==> src/rtl/rmii_pkg.sv <==
// rmii_pkg: shared RMII receive states and CRC-32 constants
package rmii_pkg;
    typedef enum logic [1:0] {
        IDLE,
        PREAMBLE,
        DATA,
        DROP
    } rx_state_t;
    localparam logic [31:0] CRC_INIT    = 32'hFFFF_FFFF;
    localparam logic [31:0] CRC_RESIDUE = 32'hDEBB_20E3;
    localparam logic [31:0] CRC_POLY    = 32'hEDB8_8320;
    localparam logic [1:0]  PRE_DIBIT   = 2'b01;
    localparam logic [1:0]  SFD_DIBIT   = 2'b11;
endpackage

==> src/rtl/crc32_d2.sv <==
// crc32_d2: reflected CRC-32 advanced by one dibit, bit 0 first
module crc32_d2
    import rmii_pkg::*;
(
    input  logic [31:0] crc_i,
    input  logic [1:0]  dibit_i,
    output logic [31:0] crc_o
);
    logic [31:0] crc_mid;
    // two serial LFSR steps, earlier wire bit first
    always_comb begin
        crc_mid = (crc_i >> 1) ^ ((crc_i[0] ^ dibit_i[0]) ? CRC_POLY : 32'h0);
        crc_o   = (crc_mid >> 1) ^ ((crc_mid[0] ^ dibit_i[1]) ? CRC_POLY : 32'h0);
    end
endmodule

==> src/rtl/rmii_rx_frame.sv <==
// rmii_rx_frame: RMII receive decoder - preamble/SFD strip, byte assembly, FCS and length check
module rmii_rx_frame
    import rmii_pkg::*;
#(
    parameter int unsigned MAX_LEN = 1522,
    parameter int unsigned MIN_LEN = 64
) (
    input  logic        clk_50_mhz,
    input  logic        rst_n,
    input  logic        crs_dv,
    input  logic [1:0]  rx_d,
    input  logic        rx_er,
    output logic [7:0]  rx_data,
    output logic        rx_valid,
    output logic        rx_sof,
    output logic        rx_done,
    output logic        rx_crc_ok,
    output logic        rx_phy_err,
    output logic        rx_align_err,
    output logic        rx_len_err,
    output logic [10:0] rx_len
);
    rx_state_t   state_q, state_d;
    logic [2:0]  cnt_q, cnt_d;
    logic [1:0]  idx_q, idx_d;
    logic [7:0]  sr_q, sr_d;
    logic [31:0] crc_q, crc_d, crc_next;
    logic [10:0] len_q, len_d;
    logic        pend_q, pend_d;
    logic        first_q, first_d;
    logic [7:0]  data_q, data_d;
    logic        valid_q, valid_d;
    logic        sof_q, sof_d;
    logic        done_q, done_d;
    logic        crc_ok_q, crc_ok_d;
    logic        phy_q, phy_d;
    logic        align_q, align_d;
    logic        len_err_q, len_err_d;

    crc32_d2 u_crc (
        .crc_i   (crc_q),
        .dibit_i (rx_d),
        .crc_o   (crc_next)
    );

    // state and datapath registers, cleared asynchronously
    always_ff @(posedge clk_50_mhz or negedge rst_n) begin
        if (!rst_n) begin
            state_q   <= IDLE;
            cnt_q     <= '0;
            idx_q     <= '0;
            sr_q      <= '0;
            crc_q     <= CRC_INIT;
            len_q     <= '0;
            pend_q    <= 1'b0;
            first_q   <= 1'b0;
            data_q    <= '0;
            valid_q   <= 1'b0;
            sof_q     <= 1'b0;
            done_q    <= 1'b0;
            crc_ok_q  <= 1'b0;
            phy_q     <= 1'b0;
            align_q   <= 1'b0;
            len_err_q <= 1'b0;
        end else begin
            state_q   <= state_d;
            cnt_q     <= cnt_d;
            idx_q     <= idx_d;
            sr_q      <= sr_d;
            crc_q     <= crc_d;
            len_q     <= len_d;
            pend_q    <= pend_d;
            first_q   <= first_d;
            data_q    <= data_d;
            valid_q   <= valid_d;
            sof_q     <= sof_d;
            done_q    <= done_d;
            crc_ok_q  <= crc_ok_d;
            phy_q     <= phy_d;
            align_q   <= align_d;
            len_err_q <= len_err_d;
        end
    end

    // next state: preamble hunt, dibit assembly, CRS-toggle aware frame end
    always_comb begin
        state_d   = state_q;
        cnt_d     = cnt_q;
        idx_d     = idx_q;
        sr_d      = sr_q;
        crc_d     = crc_q;
        len_d     = len_q;
        pend_d    = pend_q;
        first_d   = first_q;
        data_d    = data_q;
        valid_d   = 1'b0;
        sof_d     = 1'b0;
        done_d    = 1'b0;
        crc_ok_d  = crc_ok_q;
        phy_d     = phy_q;
        align_d   = align_q;
        len_err_d = len_err_q;
        case (state_q)
            IDLE: begin
                if (crs_dv && rx_d == PRE_DIBIT) begin
                    state_d = PREAMBLE;
                    cnt_d   = 3'd1;
                end
            end
            PREAMBLE: begin
                if (!crs_dv) begin
                    state_d = DROP;
                end else if (rx_d == PRE_DIBIT) begin
                    cnt_d = (cnt_q == 3'd7) ? cnt_q : cnt_q + 3'd1;
                end else if (rx_d == SFD_DIBIT && cnt_q >= 3'd2) begin
                    state_d   = DATA;
                    idx_d     = '0;
                    crc_d     = CRC_INIT;
                    len_d     = '0;
                    pend_d    = 1'b0;
                    first_d   = 1'b1;
                    crc_ok_d  = 1'b0;
                    phy_d     = 1'b0;
                    align_d   = 1'b0;
                    len_err_d = 1'b0;
                end else begin
                    state_d = DROP;
                end
            end
            DATA: begin
                phy_d = phy_q | rx_er;
                // a low sample ends the frame at a byte boundary or when it follows a toggled dibit
                if (!crs_dv && (idx_q == 2'd0 || pend_q)) begin
                    state_d   = IDLE;
                    done_d    = 1'b1;
                    align_d   = pend_q;
                    crc_ok_d  = (crc_q == CRC_RESIDUE);
                    len_err_d = (32'(len_q) < MIN_LEN) || (32'(len_q) > MAX_LEN);
                end else begin
                    pend_d = !crs_dv;
                    sr_d   = {rx_d, sr_q[7:2]};
                    crc_d  = crc_next;
                    idx_d  = idx_q + 2'd1;
                    if (idx_q == 2'd3) begin
                        valid_d = 1'b1;
                        data_d  = {rx_d, sr_q[7:2]};
                        sof_d   = first_q;
                        first_d = 1'b0;
                        len_d   = (len_q == 11'h7FF) ? len_q : len_q + 11'd1;
                    end
                end
            end
            DROP: begin
                if (!crs_dv) state_d = IDLE;
            end
            default: state_d = IDLE;
        endcase
    end

    assign rx_data      = data_q;
    assign rx_valid     = valid_q;
    assign rx_sof       = sof_q;
    assign rx_done      = done_q;
    assign rx_crc_ok    = crc_ok_q;
    assign rx_phy_err   = phy_q;
    assign rx_align_err = align_q;
    assign rx_len_err   = len_err_q;
    assign rx_len       = len_q;
endmodule

==> config.mk <==
export PLATFORM = sky130hd
export DESIGN_NAME = rmii_rx_frame
export DESIGN_NICKNAME = d
export VERILOG_FILES = /design/src/rtl/rmii_pkg.sv /design/src/rtl/crc32_d2.sv /design/src/rtl/rmii_rx_frame.sv
export SDC_FILE = /design/constraint.sdc
export NUM_CORES = 1
export LEC_CHECK = 0
export BUFFER_PORTS_ARGS = -buffer_cell sky130_fd_sc_hd__clkbuf_2
export CAP_MARGIN = 20
export CORE_ASPECT_RATIO = 1.5
export CORE_UTILIZATION = 38
export DETAILED_ROUTE_END_ITERATION = 10
export GPL_TIMING_DRIVEN = 1
export PLACE_DENSITY = 0.61
export SYNTH_ARGS = -nofsm -noshare
export SYNTH_HDL_FRONTEND = slang
export SYNTH_SLANG_ARGS = --single-unit
==> constraint.sdc <==
create_clock -name clk_50_mhz -period 2.6 [get_ports clk_50_mhz]
set_input_delay 0.52 -clock clk_50_mhz [delete_from_list [all_inputs] [get_ports clk_50_mhz]]
set_output_delay 0.52 -clock clk_50_mhz [all_outputs]
set_load 0.03 [all_outputs]
* Word-level counts from Yosys, hierarchy flattened
Cells that the tools add are included.
** Cells by class
- Add/sub/neg operators :: 3
- Magnitude comparators :: 3
- Eq/ne operators :: 21
- Muxes and demuxes :: 57
- Bitwise logic cells :: 6
- Reduce and logical (&&, ||, !) cells :: 19
** Operators with widths (number)
- $mux 32 :: 6
- $mux 11 :: 6
- $pmux 32 s2 :: 1
- $xor 31x32->32 :: 2
- $eq 32x32->1 const B :: 1
- $ne 2x2->1 const B :: 11
- $pmux 11 s2 :: 1
- $mux 1 :: 21
- $mux 2 :: 9
- $reduce_and 5->1 :: 3
- $mux 3 :: 4
- $pmux 1 s2 :: 6
- $add 11x1->11 const B :: 1
- $eq 11x11->1 const B :: 1
- $gt 11x11->1 const B :: 1
- $lt 11x7->1 const B :: 1
- $eq 2x2->1 const B :: 4
- $pmux 2 s4 :: 1
- $reduce_and 4->1 :: 2
- $reduce_and 7->1 :: 1
- $pmux 3 s2 :: 1
- $reduce_and 6->1 :: 1
- $eq 2x1->1 const B :: 2
- $logic_not 2->1 :: 2
- other kinds (15) :: 20
** Storage, ports and cells
- Register bits :: 75

* Logic depth before layout (Yosys ltp)
- Depth in word-level cells :: 8
- Mapped depth :: 8

* Modules after synthesis
From an unflattened synthesis, not the netlist that was laid out.
** Second synthesis, totals
- Cell total of the unflattened synthesis :: 357
- Area total of the unflattened synthesis :: 3726.1 µm²
** By module, submodules not included
- rmii_rx_frame :: times used 1, cells each 321, area an instance 3311.9 µm²
- crc32_d2 :: times used 1, cells each 36, area an instance 414.1 µm²

* Worst setup path before layout
Ideal clock, no wire load.
- Path type :: register to register
- Start point :: reg idx_q[0]
- End point :: reg crc_q[14]
- Setup time :: 0.082 ns
- Data arrival time :: 1.786 ns
- Setup slack :: 0.732 ns
- Cell stages (with the launch flop) :: 8
- Buffers on the path :: 1
- Cells stage by stage :: dfrtp_1 inv_1 ha_1 o21bai_2 nand2_4 a22oi_4 buf_6 mux2_2
** Between the ends
- Cells in the longest elaborated chain, start to end :: 5
** Ends and longest elaborated chain
- start: declaration :: line rmii_rx_frame.sv:25 : logic [1:0] idx_q, idx_d;
- start signal: assignment :: line rmii_rx_frame.sv:68 : idx_q <= idx_d;
- $logic_not 2->1 :: line rmii_rx_frame.sv:133 : if (!crs_dv && (idx_q == 2'd0 || pend_q)) begin
- $logic_or 1x1->1 :: line rmii_rx_frame.sv:133
- $logic_and 1x1->1 :: line rmii_rx_frame.sv:133
- $ne 2x2->1 (no source line)
- $reduce_and 5->1 (no source line)
- end signal: assignment :: line rmii_rx_frame.sv:70 : crc_q <= crc_d;
- end: declaration :: line rmii_rx_frame.sv:27 : logic [31:0] crc_q, crc_d, crc_next;
No other way between the ends.
A chain may end at the register's enable or synchronous reset.

* Final worst setup path
- Start point :: reg idx_q[0]
- End point :: reg pend_q
** Between the ends
- Cells in the longest elaborated chain, start to end :: 5
** Ends and longest elaborated chain
- $logic_not 2->1 :: line rmii_rx_frame.sv:133
- $logic_or 1x1->1 :: line rmii_rx_frame.sv:133
- $logic_and 1x1->1 :: line rmii_rx_frame.sv:133
- $ne 2x2->1 (no source line)
- $reduce_and 5->1 (no source line)
- end signal: assignment :: line rmii_rx_frame.sv:72 : pend_q <= pend_d;
- end: declaration :: line rmii_rx_frame.sv:29 : logic pend_q, pend_d;
No other way between the ends.

==> metrics.md <==
| Metric | Value |
|---|---|
| Max-Cap Viols | 0 |
| WP data arrival | about 2.3 ns |
| Postcts setup bufs | 0 |
| Grt total ovfl | 0 |
| Area of the multi-input gates | ~1700 um2 |
| Final HPWL DP | 5447 um |
| Clock transition at path regs | approximately 0.060 ns |
| CTS Buffer Depth | 2 |
| Core Footprint | about 9600 um2 |
| Layout cell share with drive strength beyond 1 | 0.3071 |
| CTS tree | yes |
| WL met2 | 4148 um |
| Final worst slack | 0.5306 ns |
| FF-to-FF Start | idx_q[0] |
| GP Congestion | 0.7580 |
| Post-CTS Resized | 0 |
| Tot Pwr | ~5400 uW |
| Worst Hold Class | input port to async pin |
| EDFF count, synth | 0 |
| Placed cell count | about 490 |
| Fin crit period | a little over 2 ns |
| Sequential share of the synthesized area | 0.4980 |
| Starting Density | 0.3891 |
| Worst EP required | about 2.8 ns |
| First-pass GRT wire length | between 10,000 and 15,000 um |
| Cell count after synthesis | roughly 360 |
| Post-synth ARST share | 1.000 |
| Register area | around 1900 um2 |
| Die height | between 100 and 150 um |
| IO Port Bufs | 31 |
| Iter 0 DRT Violations | between 100 and 150 |
| Status | completed |
| Pre-Repair DR Iteration Count | 4 |
| Vias per inst | ~5.4 |
| Post-placement setup slack | between 0.5 and 0.6 ns |
| Routed length per instance | ~16 um |
| Post-route ant nets | 0 |
| Final wirelength | 8047 um |
| Final cell count without fillers | around 500 |
| Clk root buf | clkbuf_16 |
| Fmax | 483.2 MHz |
| Die Wd | a little over 80 um |
| H-tree depth reported by CTS | 3 |
| Synth top area share | 0.2737 |
| Cell Area, Synth | about 3700 um2 |
| PwrDens | roughly 1200 nW/um2 |
| Leak | 0.001889 uW |
| Crit start category | flop |
| RSZ-0062 raised after global routing | no |
| Slew @ Worst Pin | 0.5300 ns |
| Final Cycle Share | 0.7959 |
| Endpoints failing setup | 0 |
| Row Count | 44 |
| Yosys reg bits | 73 |
| Post-synth cell types | between 50 and 60 |
| Number of CTS-inserted buffers | 9 |
| Final nets | around 400 |
| ANT cells | 0 |
| Critical path start-end classification | flop to flop |
| Filler cells | 917 |
| Vias in the first global route | approximately 2,700 |
| Layout Skew | 0.01076 ns |
| Max_slew headroom | 0.6440 |
| Mean area per synthesized cell | about 11 um2 |
| Maximum fanout along the worst path | 35 |
| Residual DRC | 0 |
| Fin. max-slew vios | 0 |
| DR WL met3 | 283 um |
| R2R setup slack | between 0.5 and 0.6 ns |
| Worst-Skew Late Latency | 0.34 ns |
| Reg-to-Reg End | pend_q |
| Synthesized net count | 367 |
| Worst Reg-to-Reg Cells | 7 |
| Yosys warnings | 0 |
| TNS Setup | 0 ns |
| Area contributors post-synth | dfrtp_1 (27%), dfstp_2 (22%), nand2_1 (5.9%) |
| Routed vias | between 2,000 and 3,000 |
| CTS Sinks | 73 |
| Die Area | slightly above 10,000 um2 |
| Top Layer Used | met4 |
| Top FF cell, synth | dfrtp_1 |
| Area growth from synthesis to layout | 15.05% |
| All-layer global routing usage | 0.1718 |
| Worst-case vdd ir drop | between 0.0004 and 0.0005 V |
| Worst Setup End Kind | flop |
| Metal1 wirelength | 3389 um |
| I/O pins | 32 |
| Pin count of the biggest net entering global routing | 74 |
| Hold-fix buffers, CTS | 0 |
| Final Hold Viols | 0 |
| Initial antenna violation count | 0 |
| Area leader, netlist | dfrtp_1 |
per-layer routing:
layer	track usage	vias to the layer above
li1	-	1296
met1	0.2002	1353
met2	0.2905	64
met3	0.04374	15
met4	0.09591	0
met5	0	-
per-stage QoR:
stage | utilization | area (um2) | hold slack [ns]
after floorplan | - | 3749 | 0.2244
after global placement | 0.4192 | 4039 | 0.4605
after detailed placement | 0.4192 | 4039 | 0.4578
after CTS | 0.4477 | 4313 | 0.2178
after global routing | 0.4477 | 4313 | 0.2167
final | 0.4477 | 4313 | 0.2082
state kept, by name, summed over array words and instances (netlist names), 2 cells and up:
name and count:
idx_q 2, crc_q 32, state_q 2, sr_q 6, rx_len 11, rx_data 8
cnt_q 3
worst max-delay path, cell delays in order (launching register included):
cell and delay (ns):
dfrtp_1 0.38, inv_1 0.06, ha_1 0.23, o21bai_2 0.30, nand2_4 0.15, a22oi_4 0.20
buf_12 0.25, mux2_2 0.36
power by group:
group	leakage (uW)	switching (uW)	internal, uW
clock network	0.000125	493	647
registers	0.000852	402	1670
logic	0.000912	1230	931
total	0.00189	2120	3250
cell families after synthesis:
family / count (synthesis) / synth area share
adders and majority gates: 6 / 0.02003
muxes: 29 / 0.08311
and+or+nand+nor: 145 / 0.1969
DFF: 73 / 0.4980
AOI/OAI and AO/OA: 55 / 0.1208
buffers and inverters: 35 / 0.04406
xor gates and xnor gates: 12 / 0.03705
Yosys cell counts (all sizes together) (2+ instances only):
cell,number
nor3,6
o21ai,17
and2,14
a21oi,6
xnor2,9
nor4b,3
nand3,6
or4b,2
nand2b,3
dfstp,32
o22a,3
buf,8
mux2,17
dfrtp,41
nand2,60
nor2,30
and4,2
clkbuf,8
a221o,3
a31oi,2
o31ai,2
xor2,3
inv,19
a22oi,2
nor2b,2
a2bb2oi,8
nand4,6
nor4,4
ha,6
mux2i,12
how the worst max path moves through the flow:
| stage | start | end | slack (ns) |
|---|---|---|---|
| global placement | rx_d[1] | pend_q | 0.55 |
| detailed placement | idx_q[0] | pend_q | 0.53 |
| floorplan | idx_q[0] | crc_q[14] | 0.73 |
| CTS | idx_q[0] | pend_q | 0.50 |
| global route | rx_len[1] | rx_len[9] | 0.40 |
| finish | idx_q[0] | pend_q | 0.53 |
final cells by class:
cell class	count	area share
flip-flops and latches	73	0.4328
multi-input cells	247	0.3980
repair buffers	39	0.05570
clock buffers	10	0.05309
well taps	115	0.03336
inverters	19	0.01654
clock inverters	6	0.01044
placed cells by master, fill, tap and decap left out, types with 5 or more instances in the layout:
cell type / instances
nand4_1: 6
nor3_1: 6
nand2_1: 59
inv_1: 19
ha_1: 6
buf_4: 6
dfstp_2: 32
o21ai_0: 17
nor2_1: 30
clkbuf_16: 9
nand3_1: 5
xnor2_1: 9
dfrtp_1: 41
clkbuf_2: 30
mux2_2: 17
mux2i_1: 12
and2_1: 14
a2bb2oi_2: 6
a21oi_1: 6
Note: power is estimated with default switching activity, not from simulation.
